==> src/rtl/pmf_issue_scheduler.sv <==
// Single-ALU issue scheduler: round-robin pick among ready reservation stations,
// execute Add/Sub/And/Or (Sub takes an extra INV cycle), hold the result for the CDB.
module pmf_issue_scheduler #(
  parameter int NRS = 4
) (
  input  logic              clk,
  input  logic              nRST,
  input  logic [NRS-1:0]    rsReady,
  input  logic [2*NRS-1:0]  rsOp,
  input  logic [32*NRS-1:0] rsData1,
  input  logic [32*NRS-1:0] rsData2,
  input  logic [4*NRS-1:0]  rsLabel,
  output logic [NRS-1:0]    grant,
  output logic              resultValid,
  output logic [31:0]       result,
  output logic [3:0]        resultLabel,
  input  logic              cdbAck,
  output logic              busy,
  output logic [1:0]        dbg_state,
  output logic [31:0]       dbg_inv
);

  localparam int PW = (NRS > 1) ? $clog2(NRS) : 1;

  localparam logic [1:0] OP_ADD = 2'b00;
  localparam logic [1:0] OP_SUB = 2'b01;
  localparam logic [1:0] OP_AND = 2'b10;
  localparam logic [1:0] OP_OR  = 2'b11;

  typedef enum logic [1:0] {
    IDLE = 2'd0,
    INV  = 2'd1,
    DONE = 2'd2
  } state_t;

  state_t        state;
  logic [PW-1:0] rr_ptr;
  logic [31:0]   data1;
  logic [31:0]   data2;
  logic [31:0]   inv;
  logic [1:0]    op;
  logic [3:0]    label;

  logic              can_issue;
  logic              issue;
  logic [2*NRS-1:0]  ready_dbl;
  logic [NRS-1:0]    ready_rot;
  logic [PW-1:0]     off;
  logic [PW-1:0]     sel;
  logic [31:0]       sel_d1;
  logic [31:0]       sel_d2;
  logic [1:0]        sel_op;
  logic [3:0]        sel_lab;

  // For Sub the caller passes b already inverted; the +1 completes two's complement.
  function automatic logic [31:0] calc(input logic [1:0] f, input logic [31:0] a,
                                       input logic [31:0] b);
    logic [31:0] r;
    r = 32'd0;
    case (f)
      OP_ADD:  r = a + b;
      OP_SUB:  r = a + b + 32'd1;
      OP_AND:  r = a & b;
      OP_OR:   r = a | b;
      default: r = 32'd0;
    endcase
    return r;
  endfunction

  assign can_issue = (state == IDLE) || ((state == DONE) && cdbAck);
  assign issue     = nRST && can_issue && (|rsReady);

  // Rotate requests so bit 0 is the station at rr_ptr, then take the lowest set bit.
  assign ready_dbl = {rsReady, rsReady} >> rr_ptr;
  assign ready_rot = ready_dbl[NRS-1:0];

  always_comb begin
    off = '0;
    for (int k = NRS - 1; k >= 0; k--) begin
      if (ready_rot[k]) off = PW'(k);
    end
  end

  assign sel     = rr_ptr + off;
  assign sel_d1  = rsData1[32*int'(sel) +: 32];
  assign sel_d2  = rsData2[32*int'(sel) +: 32];
  assign sel_op  = rsOp[2*int'(sel) +: 2];
  assign sel_lab = rsLabel[4*int'(sel) +: 4];

  assign grant     = issue ? (NRS'(1) << sel) : '0;
  assign busy      = (state != IDLE);
  assign dbg_state = state;
  assign dbg_inv   = inv;

  always_ff @(posedge clk or negedge nRST) begin
    if (!nRST) begin
      state       <= IDLE;
      rr_ptr      <= '0;
      data1       <= 32'd0;
      data2       <= 32'd0;
      inv         <= 32'd0;
      op          <= OP_ADD;
      label       <= 4'd0;
      resultValid <= 1'b0;
      result      <= 32'd0;
      resultLabel <= 4'd0;
    end else begin
      case (state)
        IDLE, DONE: begin
          if (issue) begin
            data1  <= sel_d1;
            data2  <= sel_d2;
            op     <= sel_op;
            label  <= sel_lab;
            rr_ptr <= sel + PW'(1);
            if (sel_op == OP_SUB) begin
              state       <= INV;
              resultValid <= 1'b0;
            end else begin
              state       <= DONE;
              result      <= calc(sel_op, sel_d1, sel_d2);
              resultLabel <= sel_lab;
              resultValid <= 1'b1;
            end
          end else if ((state == DONE) && cdbAck) begin
            state       <= IDLE;
            resultValid <= 1'b0;
          end
        end
        INV: begin
          inv         <= ~data2;
          result      <= calc(op, data1, ~data2);
          resultLabel <= label;
          resultValid <= 1'b1;
          state       <= DONE;
        end
        default: begin
          state       <= IDLE;
          resultValid <= 1'b0;
        end
      endcase
    end
  end

endmodule

==> config.mk <==
export PLATFORM = sky130hd
export DESIGN_NAME = pmf_issue_scheduler
export DESIGN_NICKNAME = d
export VERILOG_FILES = /design/src/rtl/pmf_issue_scheduler.sv
export SDC_FILE = /design/constraint.sdc
export NUM_CORES = 1
export LEC_CHECK = 0
export CORE_MARGIN = 3
export CORE_UTILIZATION = 47
export DETAILED_ROUTE_END_ITERATION = 10
export GPL_ROUTABILITY_DRIVEN = 1
export GPL_TIMING_DRIVEN = 0
export PLACE_DENSITY_LB_ADDON = 0.08
export SYNTH_ARGS = -nofsm -noshare
export SYNTH_HDL_FRONTEND = slang
export SYNTH_SLANG_ARGS = --single-unit
==> constraint.sdc <==
create_clock -name clk -period 6 [get_ports clk]
set_clock_uncertainty 0.1 [all_clocks]
set_input_delay 0.9 -clock clk [delete_from_list [all_inputs] [get_ports clk]]
set_output_delay 0.9 -clock clk [all_outputs]
set_load 0.005 [all_outputs]
==> results.ini <==
[outcome]
outcome=completed

[layout]
area_of_the_multi_input_gates_um2=10460
postLayoutCellArea_um2=20030
most_common_cell_after_layout_fill_and_taps_aside=sky130_fd_sc_hd__clkdlybuf4s50_1
commonest_non_fill_non_tap_cells_in_the_layout=sky130_fd_sc_hd__clkdlybuf4s50_1 (357), sky130_fd_sc_hd__nand2_1 (233), sky130_fd_sc_hd__o21ai_0 (176)
fillCellCount=2664
proportion_of_layout_cells_with_a_drive_suffix_above_1_pct=10.23
ff_latch_area_um2=3553
syn2layout_area_growth_pct=34.09
nNetsFinal=2604
fin_cells=2598
final_core_utilization_pct=64.62

[worst_setup_path]
worstSetupStartpoint=rsReady[1]
worst_r2r_startpoint=rr_ptr[0]$_DFFE_PN0P_
worst-r2r-cell-count=28
crit_path_top_delay_cell=sky130_fd_sc_hd__a221o_1
data_arrival_critical_path_ns=5.97
setup.worst_path.end_class=flip-flop
worst-endpoint-required_ns=6.20
timing.reg2reg.setup_slack_ns=0.27
crit_path_max_fanout=10
worst_path_most_repeated_cell=sky130_fd_sc_hd__buf_12
critical_path.startpoint_type=primary input
crit_type=in2reg
crit-reg2reg-capture=result[14]$_DFFE_PN0P_
critPathMaxStageDelay_ns=0.34

[placement]
placed_cell_area_um2=19090
place_hpwl_um=52990
dpl.cell_count=2552
place_congestion=1.019
port_buffers=362

[clocking]
clock_latency_ns=0.44
cts_num_sinks=142
htree_num_levels=4
clk_path_buf_depth=2
root_buffer=sky130_fd_sc_hd__clkbuf_16
worst_setup_hold_path_clk_slew_ns=0.07
cts_tree=built
cts_hold_buffers=0
cts_inserted_buffers=17

[floorplanning]
placeableCoreArea_um2=30990
die_area_um2=33950
row_count=64
die_h_um=184.3
design.portCount=363
floorplan.initialDensity_pct=48.20
chipWidth_um=184.3

[logic_synthesis]
post_synth.cell_area_avg_um2=8.330
synth.yosys.seq_area_share_pct=23.79
synth-edff-count=0
ys_warn_count=0
post_synth_inst_count=1793
synth_nets=2210
main_flop_type_after_synthesis=sky130_fd_sc_hd__dfrtp_1
synth.ff_latch_count=142
netlist-cell-type-count=102
postSynth.asyncResetShare_pct=100.0
mappedNetlistArea_um2=14940

[global_route]
grt_first_pass_wirelength_um=95520
gr-usage-all-layers_pct=37.22
grt_start_max_net_pins=94
first_global_vias=15629
grt.overflow.total=0
grt_antenna_before_repair=3

[detailed_routing]
route.vias.total=16303
postRouteWirelength_um=64920
initialDrtViolationCount=1898
route.detailed.vias_per_inst=6.275
detail-route-antenna-nets=0
detail_route.drc_violations=0
drt-pass1-iter-count=5
wire_per_inst_um=24.99

[sta]
finalCriticalPeriod_ns=5.768
timing.final.max_slew_violations=0
hold_viol=0
worst_pin_slew_ns=0.9400
setup_viol_count_final=0
post-route-period-util_pct=96.14
slew-limit-headroom_pct=37.20
max_freq_ghz=0.1734

[worst_hold_path]
worst_hold_check_path_type=in2async

[job]
maxCapViolCount=0

-- cells in the mapped netlist (all sizes together), types with 6 or more instances --
master,number,area [µm²]
a211o,9,78.83
a211oi,22,182.7
a21o,39,292.8
a21oi,105,536.8
a311oi,6,58.80
a31oi,33,242.7
and2,20,127.6
and3,26,167.7
buf,48,210.2
clkbuf,58,217.7
dfrtp,142,3553
ha,128,1602
inv,163,611.8
mux2,7,78.83
mux2i,11,110.1
mux4,75,1689
nand2,235,884.6
nand2b,16,102.6
nand3,40,205.2
nand4,19,131.4
nor2,94,355.3
nor2b,16,100.1
nor3,33,181.4
nor3b,13,97.59
nor4,8,95.09
o2111ai,8,70.07
o211a,6,60.06
o211ai,36,285.3
o21a,12,90.09
o21ai,186,938.4
o21bai,7,52.55
o221ai,8,70.07
o22ai,13,81.33
o311ai,7,103.9
o31ai,11,82.58
or2,8,50.05
or3,11,68.82
xnor2,26,235.2
xor2,17,148.9
-- sequential cells by signal (all words and copies together) (netlist names) --
| register | flops |
|---|---|
| data1 | 32 |
| op | 2 |
| result | 32 |
| rr_ptr | 2 |
| resultValid | 1 |
| dbg_inv | 32 |
| resultLabel | 4 |
| label | 4 |
| data2 | 32 |
| dbg_state | 1 |
-- critical path: cells and delay by family --
family | cells | cell delay (ns)
AO/OA/AOI/OAI | 10 | 2.02
buffers and inverters | 6 | 0.99
adder cells (fa/ha/maj) | 3 | 0.67
XOR/XNOR | 1 | 0.18
AND/OR/NAND/NOR | 6 | 0.54
multiplexers | 2 | 0.64
-- per-stage QoR --
stage / hold slack [ns] / setup TNS (ns) / worst slack, ns
floorplan: 0.3464 / 0 / 0.02293
global placement: 0.3604 / -572.46 / -4.089
detailed placement: 0.3626 / -44.38 / -2.040
CTS: 0.3066 / 0 / 0.01745
global route: 0.3301 / -0.001061 / -0.001061
finish: 0.2863 / 0 / 0.2315
-- cell type report --
type / instances / area share (%)
inverters: 164 / 3.074
diodes: 2 / 0.02499
flip-flops and latches: 142 / 17.74
multi-input cells: 1381 / 52.22
clock buffers: 19 / 2.162
clock inverters: 13 / 0.9434
repair buffers: 376 / 18.67
plain buffers: 105 / 2.686
well taps: 396 / 2.474
-- layer usage --
layer,vias to the layer above,GRT usage (%),wire length [µm]
met5,-,0,14
met4,2,10.10,1977
met3,135,6.967,6669
met2,980,60.85,30070
met1,7880,50.87,26200
li1,7306,-,-
-- cell families after synthesis --
kind of cell	share of synthesized area (%)
adder cells (fa/ha/maj)	10.99
multiplexers	12.57
XOR/XNOR	2.572
flip-flops	23.79
AND/OR/NAND/NOR	18.24
AO/OA/AOI/OAI	24.85
buffers and inverters	6.987
-- what timing repair did --
item                                    CTS  global route
gates resized for setup                  57            22
gates cloned                              0             0
endpoints found under the setup margin   30            16
setup buffers                             8             5
pin swaps                                 7             8
-- how the worst max path moves through the flow --
stage	end	slack, ns	cells after the start
global route	result[14]$_DFFE_PN0P_	-0.001	28
global placement	grant[3]	-4.09	7
finish	result[14]$_DFFE_PN0P_	0.23	28
detailed placement	result[24]$_DFFE_PN0P_	-2.04	27
CTS	result[14]$_DFFE_PN0P_	0.02	27
floorplan	result[14]$_DFFE_PN0P_	0.02	24
Power is left out: the tool's default activity adds up to more than one toggle a clock period on the data nets, which glitch-free logic cannot reach.
